`src/rtl/fir_seq_mac_if.sv`:
```
// Streaming, coefficient-load and control signals of the sequential FIR MAC core.
// The core connects through the slave modport; the sample source/sink drives the master modport.
interface fir_seq_mac_if #(
    parameter int DATA_W = 8,
    parameter int COEF_W = 8,
    parameter int TAPS   = 16,
    parameter int OUT_W  = 16
);
    localparam int ADDR_W = $clog2(TAPS);

    logic                     in_valid;
    logic                     in_ready;
    logic signed [DATA_W-1:0] in_data;
    logic                     out_valid;
    logic                     out_ready;
    logic signed [OUT_W-1:0]  out_data;
    logic                     out_sat;
    logic                     coef_we;
    logic [ADDR_W-1:0]        coef_addr;
    logic signed [COEF_W-1:0] coef_data;
    logic                     coef_ready;
    logic                     clr;
    logic                     busy;

    modport master (
        output in_valid, in_data, out_ready, coef_we, coef_addr, coef_data, clr,
        input  in_ready, out_valid, out_data, out_sat, coef_ready, busy
    );

    modport slave (
        input  in_valid, in_data, out_ready, coef_we, coef_addr, coef_data, clr,
        output in_ready, out_valid, out_data, out_sat, coef_ready, busy
    );
endinterface

```
`src/rtl/fir_seq_mac.sv`:
```
// Time-multiplexed FIR core: one signed multiply-accumulate per cycle over the delay line,
// followed by an arithmetic shift and saturation to OUT_W bits, with valid/ready streaming.
module fir_seq_mac #(
    parameter int DATA_W    = 8,
    parameter int COEF_W    = 8,
    parameter int TAPS      = 16,
    parameter int OUT_W     = 16,
    parameter int OUT_SHIFT = 0,
    localparam int ACC_W    = DATA_W + COEF_W + $clog2(TAPS)
) (
    input logic           clk,
    input logic           rst_n,
    fir_seq_mac_if.slave  bus
);
    localparam int IDX_W  = $clog2(TAPS);
    localparam int PROD_W = DATA_W + COEF_W;
    // One spare bit above the wider of accumulator/output keeps the clamp compare exact.
    localparam int CMP_W  = ((ACC_W > OUT_W) ? ACC_W : OUT_W) + 1;
    localparam logic signed [CMP_W-1:0] SAT_MAX = {{(CMP_W-OUT_W+1){1'b0}}, {(OUT_W-1){1'b1}}};
    localparam logic signed [CMP_W-1:0] SAT_MIN = {{(CMP_W-OUT_W+1){1'b1}}, {(OUT_W-1){1'b0}}};

    typedef enum logic [1:0] {IDLE, MAC, OUT} state_t;

    state_t                   state;
    state_t                   state_nxt;
    logic signed [DATA_W-1:0] x [TAPS];
    logic signed [COEF_W-1:0] h [TAPS];
    logic signed [ACC_W-1:0]  acc;
    logic signed [ACC_W-1:0]  acc_fin;
    logic signed [ACC_W-1:0]  acc_sh;
    logic signed [CMP_W-1:0]  acc_ext;
    logic signed [PROD_W-1:0] prod;
    logic [IDX_W-1:0]         idx;
    logic                     last;
    logic                     accept;
    logic                     clr_now;
    logic signed [OUT_W-1:0]  sat_data;
    logic                     sat_flag;

    always_ff @(posedge clk) begin
        if (!rst_n) state <= IDLE;
        else        state <= state_nxt;
    end

    always_comb begin
        state_nxt = state;
        case (state)
            IDLE: if (bus.in_valid) state_nxt = MAC;
            MAC:  if (last) state_nxt = OUT;
            OUT:  if (bus.out_ready) state_nxt = bus.in_valid ? MAC : IDLE;
            default: state_nxt = IDLE;
        endcase
    end

    always_comb begin
        bus.in_ready   = (state == IDLE) || ((state == OUT) && bus.out_ready);
        bus.coef_ready = (state == IDLE);
        bus.busy       = (state != IDLE);
    end

    always_comb begin
        last    = (idx == IDX_W'(TAPS - 1));
        accept  = bus.in_valid && bus.in_ready;
        clr_now = bus.clr && (state == IDLE);
        prod    = h[idx] * x[idx];
        acc_fin = acc + {{(ACC_W-PROD_W){prod[PROD_W-1]}}, prod};
        acc_sh  = acc_fin >>> OUT_SHIFT;
        acc_ext = {{(CMP_W-ACC_W){acc_sh[ACC_W-1]}}, acc_sh};
        if (acc_ext > SAT_MAX) begin
            sat_data = SAT_MAX[OUT_W-1:0];
            sat_flag = 1'b1;
        end else if (acc_ext < SAT_MIN) begin
            sat_data = SAT_MIN[OUT_W-1:0];
            sat_flag = 1'b1;
        end else begin
            sat_data = acc_ext[OUT_W-1:0];
            sat_flag = 1'b0;
        end
    end

    // A clear coinciding with an accept zeroes the older taps while the new sample lands in x[0].
    always_ff @(posedge clk) begin
        if (!rst_n) begin
            for (int k = 0; k < TAPS; k++) begin
                x[k] <= '0;
                h[k] <= '0;
            end
            acc           <= '0;
            idx           <= '0;
            bus.out_valid <= 1'b0;
            bus.out_data  <= '0;
            bus.out_sat   <= 1'b0;
        end else begin
            if (bus.coef_we && bus.coef_ready) h[bus.coef_addr] <= bus.coef_data;

            if (accept) begin
                for (int k = 1; k < TAPS; k++) x[k] <= clr_now ? '0 : x[k-1];
                x[0] <= bus.in_data;
                acc  <= '0;
                idx  <= '0;
            end else if (clr_now) begin
                for (int k = 0; k < TAPS; k++) x[k] <= '0;
            end

            if (state == MAC) begin
                acc <= acc_fin;
                idx <= idx + 1'b1;
                if (last) begin
                    bus.out_data  <= sat_data;
                    bus.out_sat   <= sat_flag;
                    bus.out_valid <= 1'b1;
                end
            end

            if ((state == OUT) && bus.out_ready) bus.out_valid <= 1'b0;
        end
    end
endmodule

```
`src/flat_wrapper.sv`:
```
// flat-port wrapper written by rule: the top's interface ports become plain ports
module fir_seq_mac_flat 
#(
    parameter int DATA_W    = 8,
    parameter int COEF_W    = 8,
    parameter int TAPS      = 16,
    parameter int OUT_W     = 16,
    parameter int OUT_SHIFT = 0,
    localparam int ACC_W    = DATA_W + COEF_W + $clog2(TAPS)
)
  (clk, rst_n, bus_in_valid, bus_in_data, bus_out_ready, bus_coef_we, bus_coef_addr, bus_coef_data, bus_clr, bus_in_ready, bus_out_valid, bus_out_data, bus_out_sat, bus_coef_ready, bus_busy);
  fir_seq_mac_if #(.DATA_W(DATA_W), .COEF_W(COEF_W), .TAPS(TAPS), .OUT_W(OUT_W)) bus_i ();
  input logic clk;
  input logic rst_n;
  input wire logic [$bits(bus_i.in_valid)-1:0] bus_in_valid;
  input wire logic [$bits(bus_i.in_data)-1:0] bus_in_data;
  input wire logic [$bits(bus_i.out_ready)-1:0] bus_out_ready;
  input wire logic [$bits(bus_i.coef_we)-1:0] bus_coef_we;
  input wire logic [$bits(bus_i.coef_addr)-1:0] bus_coef_addr;
  input wire logic [$bits(bus_i.coef_data)-1:0] bus_coef_data;
  input wire logic [$bits(bus_i.clr)-1:0] bus_clr;
  output wire logic [$bits(bus_i.in_ready)-1:0] bus_in_ready;
  output wire logic [$bits(bus_i.out_valid)-1:0] bus_out_valid;
  output wire logic [$bits(bus_i.out_data)-1:0] bus_out_data;
  output wire logic [$bits(bus_i.out_sat)-1:0] bus_out_sat;
  output wire logic [$bits(bus_i.coef_ready)-1:0] bus_coef_ready;
  output wire logic [$bits(bus_i.busy)-1:0] bus_busy;
  assign bus_i.in_valid = bus_in_valid;
  assign bus_i.in_data = bus_in_data;
  assign bus_i.out_ready = bus_out_ready;
  assign bus_i.coef_we = bus_coef_we;
  assign bus_i.coef_addr = bus_coef_addr;
  assign bus_i.coef_data = bus_coef_data;
  assign bus_i.clr = bus_clr;
  assign bus_in_ready = bus_i.in_ready;
  assign bus_out_valid = bus_i.out_valid;
  assign bus_out_data = bus_i.out_data;
  assign bus_out_sat = bus_i.out_sat;
  assign bus_coef_ready = bus_i.coef_ready;
  assign bus_busy = bus_i.busy;
  fir_seq_mac #(.DATA_W(DATA_W), .COEF_W(COEF_W), .TAPS(TAPS), .OUT_W(OUT_W), .OUT_SHIFT(OUT_SHIFT)) u_core (.clk(clk), .rst_n(rst_n), .bus(bus_i));
endmodule
```
`config.mk`:
```
export PLATFORM = sky130hd
export DESIGN_NAME = fir_seq_mac_flat
export DESIGN_NICKNAME = d
export VERILOG_FILES = /design/src/rtl/fir_seq_mac_if.sv /design/src/rtl/fir_seq_mac.sv /design/src/flat_wrapper.sv
export SDC_FILE = /design/constraint.sdc
export NUM_CORES = 1
export LEC_CHECK = 0
export BUFFER_PORTS_ARGS = -buffer_cell sky130_fd_sc_hd__buf_2
export CORE_ASPECT_RATIO = 1.75
export CORE_UTILIZATION = 45
export DETAILED_ROUTE_END_ITERATION = 8
export PLACE_DENSITY = 0.73
export SLEW_MARGIN = 20
export SYNTH_ARGS = -nofsm -noshare
export SYNTH_HDL_FRONTEND = slang
export SYNTH_SLANG_ARGS = --single-unit
```
`constraint.sdc`:
```
create_clock -name clk -period 9.1 [get_ports clk]
set_input_delay 1.82 -clock clk [delete_from_list [all_inputs] [get_ports clk]]
set_output_delay 1.82 -clock clk [all_outputs]
set_load 0.05 [all_outputs]
```
==> impl_results.md, run 1 <==
- Run status: finished, final reports clean
- GRT overflow: 0
- Most common flop cell mapped by yosys: sky130_fd_sc_hd__edfxtp_1
- Crit-path max cell delay: 590 ps
- Max-cap violations: 0
- Pin count of the biggest net entering global routing: 121
- Slew headroom: 23.0%
- Growth of design area from synthesis to finish: 11.5%
- Slowest stage cell, crit path: sky130_fd_sc_hd__mux4_2
- Post-Route Setup TNS: 0 ps
- Yosys Warn Count: 0
- Asr flop ratio synth: 0%
- Hold path startpoint: u_core.bus.out_data[15]
- Upper clock frequency limit: 116 MHz
- Final #Nets: 1569
- Final Cycle Share: 95.1%
- Count of vias placed by the detailed router: 10.9k
- Placeable Area: 36300 sq um
- Post-synth cell types: 67
- Final count of hold timing violations: 0
- Transition time at the pin with the least slew margin: 1150 ps
- Most frequent cell on the critical path: sky130_fd_sc_hd__fa_1
- Count of routing violations after the opening detailed-route iteration: 487
- Number of levels in the clock H-tree: 1
- Area enclosed by the die boundary: 37900 sq um
- Type of the worst min-delay path: reg -> reg
- Inst Count DP: 1868
- Total iterations of the first detailed-routing run: 5
- Clock tree from TritonCTS: done
- Worst Setup Start Kind: register
- Via-to-Cell Ratio: 5.66
- Final period demand of the worst path: 8650 ps
- Wirelength per Cell: 19.6 microns
- Layout cell share with drive strength beyond 1: 16.0%
- Total power draw: 0.00377 W
- Number of cells in the finished layout apart from fillers: 1930
- Highest-count cells in the layout ignoring fill and taps: sky130_fd_sc_hd__and2_1, sky130_fd_sc_hd__edfxtp_1, sky130_fd_sc_hd__dfxtp_1, sky130_fd_sc_hd__nor2_1, sky130_fd_sc_hd__inv_1
- Initial Utilization: 46.0%
- Kind of critical path: reg -> reg
- Maximum VDD drop: 0.169 mV
- Number of primary I/O pins: 47
- First-pass GRT wire length: 60800 microns
- Core Rows: 92
- Clock latency on the worst-skew pair: 580 ps
- Library cell used as clock root buffer: sky130_fd_sc_hd__clkbuf_16
- Max Root-Sink Buffers: 3
- Register-to-register path setup slack: 450 ps
- Width of the die: 148 microns
- Most common cell after layout, fill and taps aside: sky130_fd_sc_hd__and2_1
- Post-route cell area: 18600 sq um
- Post-synthesis sequential area ratio: 47.5%
- Kind of capture point of the worst setup path: register
- Die height: 257 microns
- Pwr/cell area: 203 nW/um^2
- Endpoint of the worst-slack reg-to-reg timing path: u_core.bus.out_data[5]
- Instance area after placement: 17500 sq um
- Final worst-path setup slack: 448 ps
- Critical path arrival: 9120 ps
- RD Place Congestion: 0.882
- Via count of the first global-routing pass: 11.5k
- Total half-perimeter wirelength after legalization and detailed placement: 27800 microns
- IO buf count: 46
- Clock-pin slew reported for the worst setup and hold paths after clock tree synthesis: 70 ps
- Initial antenna violation count: 0
- Number of remaining DRC errors: 0
- Synthesized area: 16700 sq um
- Worst path required time: 9570 ps
- Largest fanout of any net on the critical path: 18
- Overall routing resource usage: 20.5%
- Hold path endpoint: u_core.bus.out_data[15]
- CTS buffer count: 29
- DP Worst Slack: 184 ps
- Number of stages on the worst hold path: 2
- Fin Clk Skew: 26.2 ps
- Static leakage: 7.24 nW
- Sum of routed wire length over all layers: 37800 microns
- Worst reg2reg path depth: 28
- Mapped Nets: 1536
- Number of pins exceeding their max-slew limit in the final report: 0
- RSZ-0062 raised after global routing: false
- Number of nets with antenna violations after detailed routing: 0
- Gate count after technology mapping: 1403
- Total of hold buffers inserted after clock tree synthesis: 0
- Final Setup Violations: 0
- Avg Inst Size Synth: 11.9 sq um
- Clock Sinks: 304
- Register bit count reported by yosys: 304
- Number of synthesized flops with an enable pin: 184
[logic make-up (layout without fill, tap and decap cells)]
family	count (synthesis)	after routing	synth area share [%]
fa+ha+maj	107	107	10.5
mux	82	82	10.9
flops	304	304	47.5
compound gates	215	215	9.45
simple gates	511	511	16.5
buf+inv	160	216	3.72
other cells	0	1	0
xor+xnor	24	24	1.39
[how the worst max path moves through the flow]
stage	from	slack, ps	cells past startpoint	end
after CTS	register	130	29	u_core.bus.out_data[0]
after global routing	register	8	28	u_core.bus.out_data[10]
after detailed placement	register	180	29	u_core.bus.out_data[0]
final	register	450	28	u_core.bus.out_data[5]
after floorplan	register	580	33	u_core.bus.out_data[11]
after global placement	register	420	29	u_core.bus.out_data[0]
[cell usage after synthesis (15+ instances only)]
master / instances / area [sq um]
sky130_fd_sc_hd__nand2_1: 56 / 210
sky130_fd_sc_hd__mux4_2: 79 / 1780
sky130_fd_sc_hd__a22oi_1: 67 / 503
sky130_fd_sc_hd__nand2b_1: 15 / 93.8
sky130_fd_sc_hd__nor2_1: 115 / 432
sky130_fd_sc_hd__ha_1: 51 / 638
sky130_fd_sc_hd__inv_1: 81 / 304
sky130_fd_sc_hd__and2_1: 247 / 1550
sky130_fd_sc_hd__clkbuf_1: 63 / 236
sky130_fd_sc_hd__nand3_1: 27 / 135
sky130_fd_sc_hd__fa_1: 56 / 1120
sky130_fd_sc_hd__edfxtp_1: 184 / 5530
sky130_fd_sc_hd__a21oi_1: 27 / 135
sky130_fd_sc_hd__dfxtp_1: 120 / 2400
sky130_fd_sc_hd__o21ai_0: 46 / 230
[layout make-up]
type                       count  area, sq um
multi-input combinational    939         8160
tap                          470          588
inverter                      81          304
sequential                   304         7940
clock inverter                23          308
antenna                        1         2.50
clock buffer                  31          733
fill                        3076        17700
timing repair buffer          81          563
[sequential cells by signal, indices dropped and copies added (netlist names), named ones only]
name / cells
u_core.h: 128
u_core.x: 128
u_core.acc: 20
u_core.bus.out_data: 16
u_core.idx: 4
u_core.state: 2
u_core.bus.out_sat: 1
u_core.bus.out_valid: 1
[per-stage QoR]
stage / hold WS (ps) / util, %
after floorplan: 442 / -
after global placement: 456 / 48.2
after detailed placement: 457 / 48.2
after CTS: 466 / 51.1
after global routing: 489 / 51.3
final: 466 / 51.3
[worst max-delay path, delay by kind of cell (launching register included)]
family | cells | cell delay, ps
fa+ha+maj | 6 | 2780
mux | 3 | 1470
flops | 1 | 430
simple gates | 6 | 1040
buf+inv | 3 | 460
compound gates | 10 | 2340
[where the power goes]
group / internal, W / switching (W)
Combinational: 0.000354 / 0.000539
Clock: 0.000765 / 0.000557
Sequential: 0.00152 / 0.0000342
[what timing repair did]
action | in CTS | in global routing
endpoints found under the setup margin | 0 | 16
buffers inserted | 0 | 7
resized for setup | 0 | 4
[routing by layer]
metal  routed length, microns  vias to the layer above  global-route usage [%]  part of all wire [%]
met1                    13200                     5500                    21.4                    35
met5                        0                        -                       0                     0
li1                         -                     5079                       -                     -
met3                     1270                       95                    2.01                   3.4
met2                    21600                      256                    39.8                    57
met4                     1730                        0                    10.5                   4.6
(Power assumes the default switching activity.)
==> run 2: changes to the inputs <==
--- a/config.mk
+++ b/config.mk
@@ -5,6 +5,7 @@
 export SDC_FILE = /design/constraint.sdc
 export NUM_CORES = 1
 export LEC_CHECK = 0
+export ABC_AREA = 1
 export BUFFER_PORTS_ARGS = -buffer_cell sky130_fd_sc_hd__buf_2
 export CORE_ASPECT_RATIO = 1.75
 export CORE_UTILIZATION = 45
==> run 2 against run 1 <==
Hold slack better by 2.9 ps; setup slack better by 630 ps; first-iteration DRC count is 130% higher; wire length is 13% higher; critical path type unchanged; global-route usage is 1.8 points higher; sequential cell count stayed put; sequential power hardly changed; synthesized area is 4.1% higher; critical path depth is 5 higher; core utilization is 0.92 points lower; maximum frequency is 7.9% higher; cell count is 33% higher.
==> impl_results.md, run 2 <==
- Top post-synthesis cells by area: sky130_fd_sc_hd__edfxtp_1, sky130_fd_sc_hd__dfxtp_1, sky130_fd_sc_hd__nand2_1
- Asr flop ratio synth: 0%
- Pwr/cell area: 263 nW/um^2
- RSZ-0062 raised after global routing: false
- Pin count of the biggest net entering global routing: 90
- Synthesized area: 17400 sq um
- Static leakage: 8.16 nW
- Top cells by count, synth: sky130_fd_sc_hd__nand2_1, sky130_fd_sc_hd__inv_1, sky130_fd_sc_hd__nor2_1
- IO buf count: 46
- Sum of routed wire length over all layers: 42800 microns
- Post-synth top area share: 31.8%
- Initial Utilization: 46.0%
- Worst path required time: 9520 ps
- Final-layout fill cell count: 3446
- Final count of hold timing violations: 0
- Post-synth cell types: 40
- Avg Inst Size Synth: 8.36 sq um
- Transition time at the pin with the least slew margin: 963 ps
- Max Root-Sink Buffers: 3
- Crit-path max cell delay: 670 ps
- Die height: 262 microns
- Number of pins exceeding their max-slew limit in the final report: 0
- Clock tree from TritonCTS: done
- Clock-pin slew reported for the worst setup and hold paths after clock tree synthesis: 70 ps
- RD Place Congestion: 0.946
- DP Worst Slack: 1130 ps
- Most numerous cell in the Yosys netlist: sky130_fd_sc_hd__nand2_1
- Library cell used as clock root buffer: sky130_fd_sc_hd__clkbuf_16
- Highest-count cells in the layout ignoring fill and taps: sky130_fd_sc_hd__nand2_1, sky130_fd_sc_hd__inv_1, sky130_fd_sc_hd__nor2_1, sky130_fd_sc_hd__a21oi_1, sky130_fd_sc_hd__edfxtp_1
- Kind of capture point of the worst setup path: register
- CTS buffer count: 30
- Overall routing resource usage: 22.3%
- Final period demand of the worst path: 8020 ps
- Clock latency on the worst-skew pair: 580 ps
- Count of routing violations after the opening detailed-route iteration: 1111
- Placeable Area: 37800 sq um
- Final worst-path setup slack: 1080 ps
- Slowest stage cell, crit path: sky130_fd_sc_hd__buf_4
- Number of remaining DRC errors: 0
- Biggest registers after layout: u_core.h: 128 flops, u_core.x: 128 flops, u_core.acc: 20 flops
- Area enclosed by the die boundary: 39400 sq um
- Width of the die: 150 microns
- Most frequent cell on the critical path: sky130_fd_sc_hd__nand2_1
- Post-cts repair resize count: 0
- Clock Sinks: 304
- Maximum VDD drop: 0.195 mV
- Critical path arrival: 8440 ps
- Type of the worst min-delay path: reg -> reg
- Total half-perimeter wirelength after legalization and detailed placement: 29600 microns
- Wirelength per Cell: 16.6 microns
- Growth of design area from synthesis to finish: 9.57%
- Post-route cell area: 19000 sq um
- Crit path buffers/inverters: 5
- Fin Clk Skew: 19.9 ps
- Count of vias placed by the detailed router: 14.0k
- Max-cap violations: 0
- Gate count after technology mapping: 2075
- Total setup buffers inserted after CTS: 0
- Hold path startpoint: u_core.x[15][3]
- Total iterations of the first detailed-routing run: 5
- Number of levels in the clock H-tree: 1
- Kind of critical path: reg -> reg
- Post-synthesis sequential area ratio: 45.7%
- Largest fanout of any net on the critical path: 89
- Most common cell after layout, fill and taps aside: sky130_fd_sc_hd__nand2_1
- Register bit count reported by yosys: 304
- Worst Setup Start Kind: register
- Final Setup Violations: 0
- Number of nets with antenna violations after detailed routing: 0
- Post-Route Setup TNS: 0 ps
- Via-to-Cell Ratio: 5.42
- Run status: finished, final reports clean
- Number of synthesized flops with an enable pin: 184
- GRT overflow: 0
- Antenna Diode Count: 0
- Layout cell share with drive strength beyond 1: 7.64%
- Most common flop cell mapped by yosys: sky130_fd_sc_hd__edfxtp_1
- Total of hold buffers inserted after clock tree synthesis: 0
- Core Rows: 94
- Final #Nets: 2204
- Final Cycle Share: 88.1%
- Slew headroom: 35.8%
- Initial antenna violation count: 1
- Via count of the first global-routing pass: 14.0k
- Biggest area consumer among synthesized cells: sky130_fd_sc_hd__edfxtp_1
- Mapped Nets: 2208
- Number of primary I/O pins: 47
- Upper clock frequency limit: 125 MHz
- Number of cells in the finished layout apart from fillers: 2575
- Instance area after placement: 18000 sq um
- Cell family with the largest share of critical-path delay: adder cells
- Inst Count DP: 2519
- Total power draw: 0.00500 W
- First-pass GRT wire length: 69600 microns
- Yosys Warn Count: 0
[run 2: metal layers]
metal | GRT usage (%) | routed length, microns | part of all wire (%) | vias up
li1 | - | - | - | 6732
met1 | 25.5 | 16100 | 38 | 6644
met3 | 2.19 | 2360 | 5.5 | 125
met5 | 0 | 0 | 0 | -
met4 | 11.4 | 2060 | 4.8 | 0
met2 | 40.8 | 22300 | 52 | 460
[run 2: worst paths after layout]
path	slack (ps)	cells after the start	end
max	1080	33	u_core.bus.out_data[8]
min	470	2	u_core.x[15][3]
max reg2reg	1080	33	u_core.bus.out_data[8]
min reg2reg	470	2	u_core.x[15][3]
[run 2: power breakdown]
part           leakage, nW  switching (W)  internal [W]  total [W]
combinational         4.76        0.00144      0.000709    0.00215
sequential            2.90      0.0000349       0.00153    0.00157
clock                0.494       0.000543      0.000738    0.00128
total                 8.16        0.00202       0.00298    0.00500
[run 2: worst reg2reg max path, delay by kind of cell (launching register included)]
kind,cells,cell delay (ps)
AOI/OAI and AO/OA,8,2120
xor gates and xnor gates,1,150
adders and majority gates,6,2790
buffers and inverters,5,930
DFF,1,320
and+or+nand+nor,13,1580
[run 2: final cells by class]
type | count | area [sq um] | area share (%)
clock buffers | 38 | 802 | 4.22
clock inverters | 18 | 198 | 1.04
inverters | 335 | 1260 | 6.61
multi-input cells | 1333 | 7770 | 40.9
flip-flops and latches | 304 | 7930 | 41.7
well taps | 480 | 601 | 3.16
repair buffers | 67 | 458 | 2.41
[run 2: cell families (layout without fill, tap and decap cells)]
group	Yosys count	in the layout	synth area share, %
simple gates	753	753	17.8
fa+ha+maj	107	107	10.1
flops	304	304	45.7
xor+xnor	22	22	1.11
mux	44	44	2.54
compound gates	407	407	12.9
buf+inv	438	458	9.78
[run 2: metrics by stage]
step | util (%) | hold WS, ps
2_1_floorplan | - | 445
3_3_place_gp | 47.6 | 453
3_5_place_dp | 47.7 | 459
4_1_cts | 50.4 | 469
5_1_grt | 50.4 | 483
6_report | 50.4 | 469
==> run 3: changes to the inputs <==
--- a/config.mk
+++ b/config.mk
@@ -9,6 +9,7 @@
 export BUFFER_PORTS_ARGS = -buffer_cell sky130_fd_sc_hd__buf_2
 export CORE_ASPECT_RATIO = 1.75
 export CORE_UTILIZATION = 45
+export CTS_BUF_LIST = sky130_fd_sc_hd__clkbuf_8 sky130_fd_sc_hd__clkbuf_16
 export DETAILED_ROUTE_END_ITERATION = 8
 export PLACE_DENSITY = 0.73
 export SLEW_MARGIN = 20
==> run 3 against run 2 <==
Hold slack better by 0.65 ps; setup slack worse by 0.69 ps; first-iteration DRC count down 0.18%; critical path depth unchanged; sequential power about the same; die area unchanged; critical endpoint is now u_core.bus.out_data[12]; clock power about the same; power down 0.14%; maximum frequency about the same; combinational power about the same; wire length about the same; design area unchanged; largest power group unchanged.
==> impl_results.md, run 3 (same netlist as run 2, synthesis figures left out) <==
- Run status: finished, final reports clean
- GRT overflow: 0
- Initial antenna violation count: 1
- Post-Route Setup TNS: 0 ps
- Layout cell share with drive strength beyond 1: 7.64%
- Area enclosed by the die boundary: 39400 sq um
- Count of vias placed by the detailed router: 14.0k
- Number of nets with antenna violations after detailed routing: 0
- Initial Utilization: 46.0%
- Highest-count cells in the layout ignoring fill and taps: sky130_fd_sc_hd__nand2_1, sky130_fd_sc_hd__inv_1, sky130_fd_sc_hd__nor2_1, sky130_fd_sc_hd__a21oi_1, sky130_fd_sc_hd__edfxtp_1
- Library cell used as clock root buffer: sky130_fd_sc_hd__clkbuf_16
- Static leakage: 8.19 nW
- Inst Count DP: 2519
- CTS buffer count: 30
- Slowest stage cell, crit path: sky130_fd_sc_hd__buf_4
- Most common cell after layout, fill and taps aside: sky130_fd_sc_hd__nand2_1
- Number of stages on the worst hold path: 2
- Maximum VDD drop: 0.194 mV
- Total of hold buffers inserted after clock tree synthesis: 0
- Transition time at the pin with the least slew margin: 963 ps
- Placeable Area: 37800 sq um
- Final count of hold timing violations: 0
- Fin Clk Skew: 18.2 ps
- Crit-path max cell delay: 670 ps
- Hold path startpoint: u_core.x[15][6]
- Most frequent cell on the critical path: sky130_fd_sc_hd__nand2_1
- Total setup buffers inserted after CTS: 0
- Overall routing resource usage: 22.3%
- Wirelength per Cell: 16.6 microns
- Pwr/cell area: 262 nW/um^2
- Sum of routed wire length over all layers: 42800 microns
- Type of the worst min-delay path: reg -> reg
- Final Cycle Share: 88.1%
- Worst reg2reg path depth: 33
- Max Root-Sink Buffers: 3
- Via-to-Cell Ratio: 5.43
- Number of pins exceeding their max-slew limit in the final report: 0
- First-pass GRT wire length: 69600 microns
- Final Setup Violations: 0
- Kind of capture point of the worst setup path: register
- Kind of critical path: reg -> reg
- Growth of design area from synthesis to finish: 9.57%
- Largest fanout of any net on the critical path: 89
- Slew headroom: 35.8%
- Clock Sinks: 304
- Upper clock frequency limit: 125 MHz
- Number of remaining DRC errors: 0
- Final period demand of the worst path: 8020 ps
- Number of primary I/O pins: 47
- Width of the die: 150 microns
- Biggest registers after layout: u_core.h: 128 flops, u_core.x: 128 flops, u_core.acc: 20 flops
- Final #Nets: 2204
- Pin count of the biggest net entering global routing: 90
- Worst path required time: 9530 ps
- Number of levels in the clock H-tree: 1
- Core Rows: 94
- Worst slack on hold paths: 470 ps
- Worst Setup Start Kind: register
- Max-cap violations: 0
- Via count of the first global-routing pass: 14.0k
- RSZ-0062 raised after global routing: false
- Clock tree from TritonCTS: done
- Register-to-register path setup slack: 1080 ps
- Die height: 262 microns
- Capture point of the worst path: u_core.bus.out_data[12]
- Final-layout fill cell count: 3446
- Total iterations of the first detailed-routing run: 6
- Critical path arrival: 8450 ps
- IO buf count: 46
- Antenna Diode Count: 0
- Clock-pin slew reported for the worst setup and hold paths after clock tree synthesis: 60 ps
- Clock latency on the worst-skew pair: 580 ps
- Post-cts repair resize count: 0
- Count of routing violations after the opening detailed-route iteration: 1109
- Number of cells in the finished layout apart from fillers: 2575
- Total half-perimeter wirelength after legalization and detailed placement: 29600 microns
- RD Place Congestion: 0.946
- Endpoint of the worst-slack reg-to-reg timing path: u_core.bus.out_data[12]
-- run 3: cell count changes in the layout (fill, tap and decap cells not counted), sizes merged --
| cell | change |
|---|---|
| clkbuf | -7 |
| inv | +7 |
-- run 3: layout make-up --
class                      count  area [sq um]  share of cell area (%)
sequential                   304          7930                    41.7
clock inverter                25           224                    1.18
tap                          480           601                    3.16
multi-input combinational   1333          7770                    40.9
clock buffer                  31           776                    4.08
timing repair buffer          67           458                    2.41
inverter                     335          1260                    6.61
-- run 3: worst min-delay path by stage --
stage | slack [ps] | endpoint
floorplan | 450 | u_core.x[15][2]
global placement | 450 | u_core.acc[0]
detailed placement | 460 | u_core.x[15][3]
CTS | 470 | u_core.x[15][7]
global route | 480 | u_core.x[15][7]
finish | 470 | u_core.x[15][6]
-- run 3: per-stage QoR --
stage	setup slack (ps)	power (W)	utilization [%]	cell area, sq um
after floorplan	2570	0.00325	-	17400
after global placement	1250	0.00370	47.6	18000
after detailed placement	1130	0.00372	47.7	18000
after CTS	1160	0.00500	50.4	19000
after global routing	455	0.00534	50.4	19000
final	1080	0.00499	50.4	19000
-- run 3: critical path, delay by kind of cell, from the launching register on --
family                     cells  cell delay [ps]
adders and majority gates      6             2790
AOI/OAI and AO/OA              8             2020
and+or+nand+nor               13             1560
buffers and inverters          5              920
DFF                            1              320
xor gates and xnor gates       1              150
-- run 3: where the power goes --
group | internal [W] | switching (W)
clock | 0.000730 | 0.000543
combinational | 0.000709 | 0.00144
sequential | 0.00153 | 0.0000350
-- run 3: per-layer routing --
layer  track usage (%)  share of wire (%)
met2              40.8                 52
met5                 0                  0
met4              11.4                4.8
met1              25.5                 38
met3              2.19                5.1
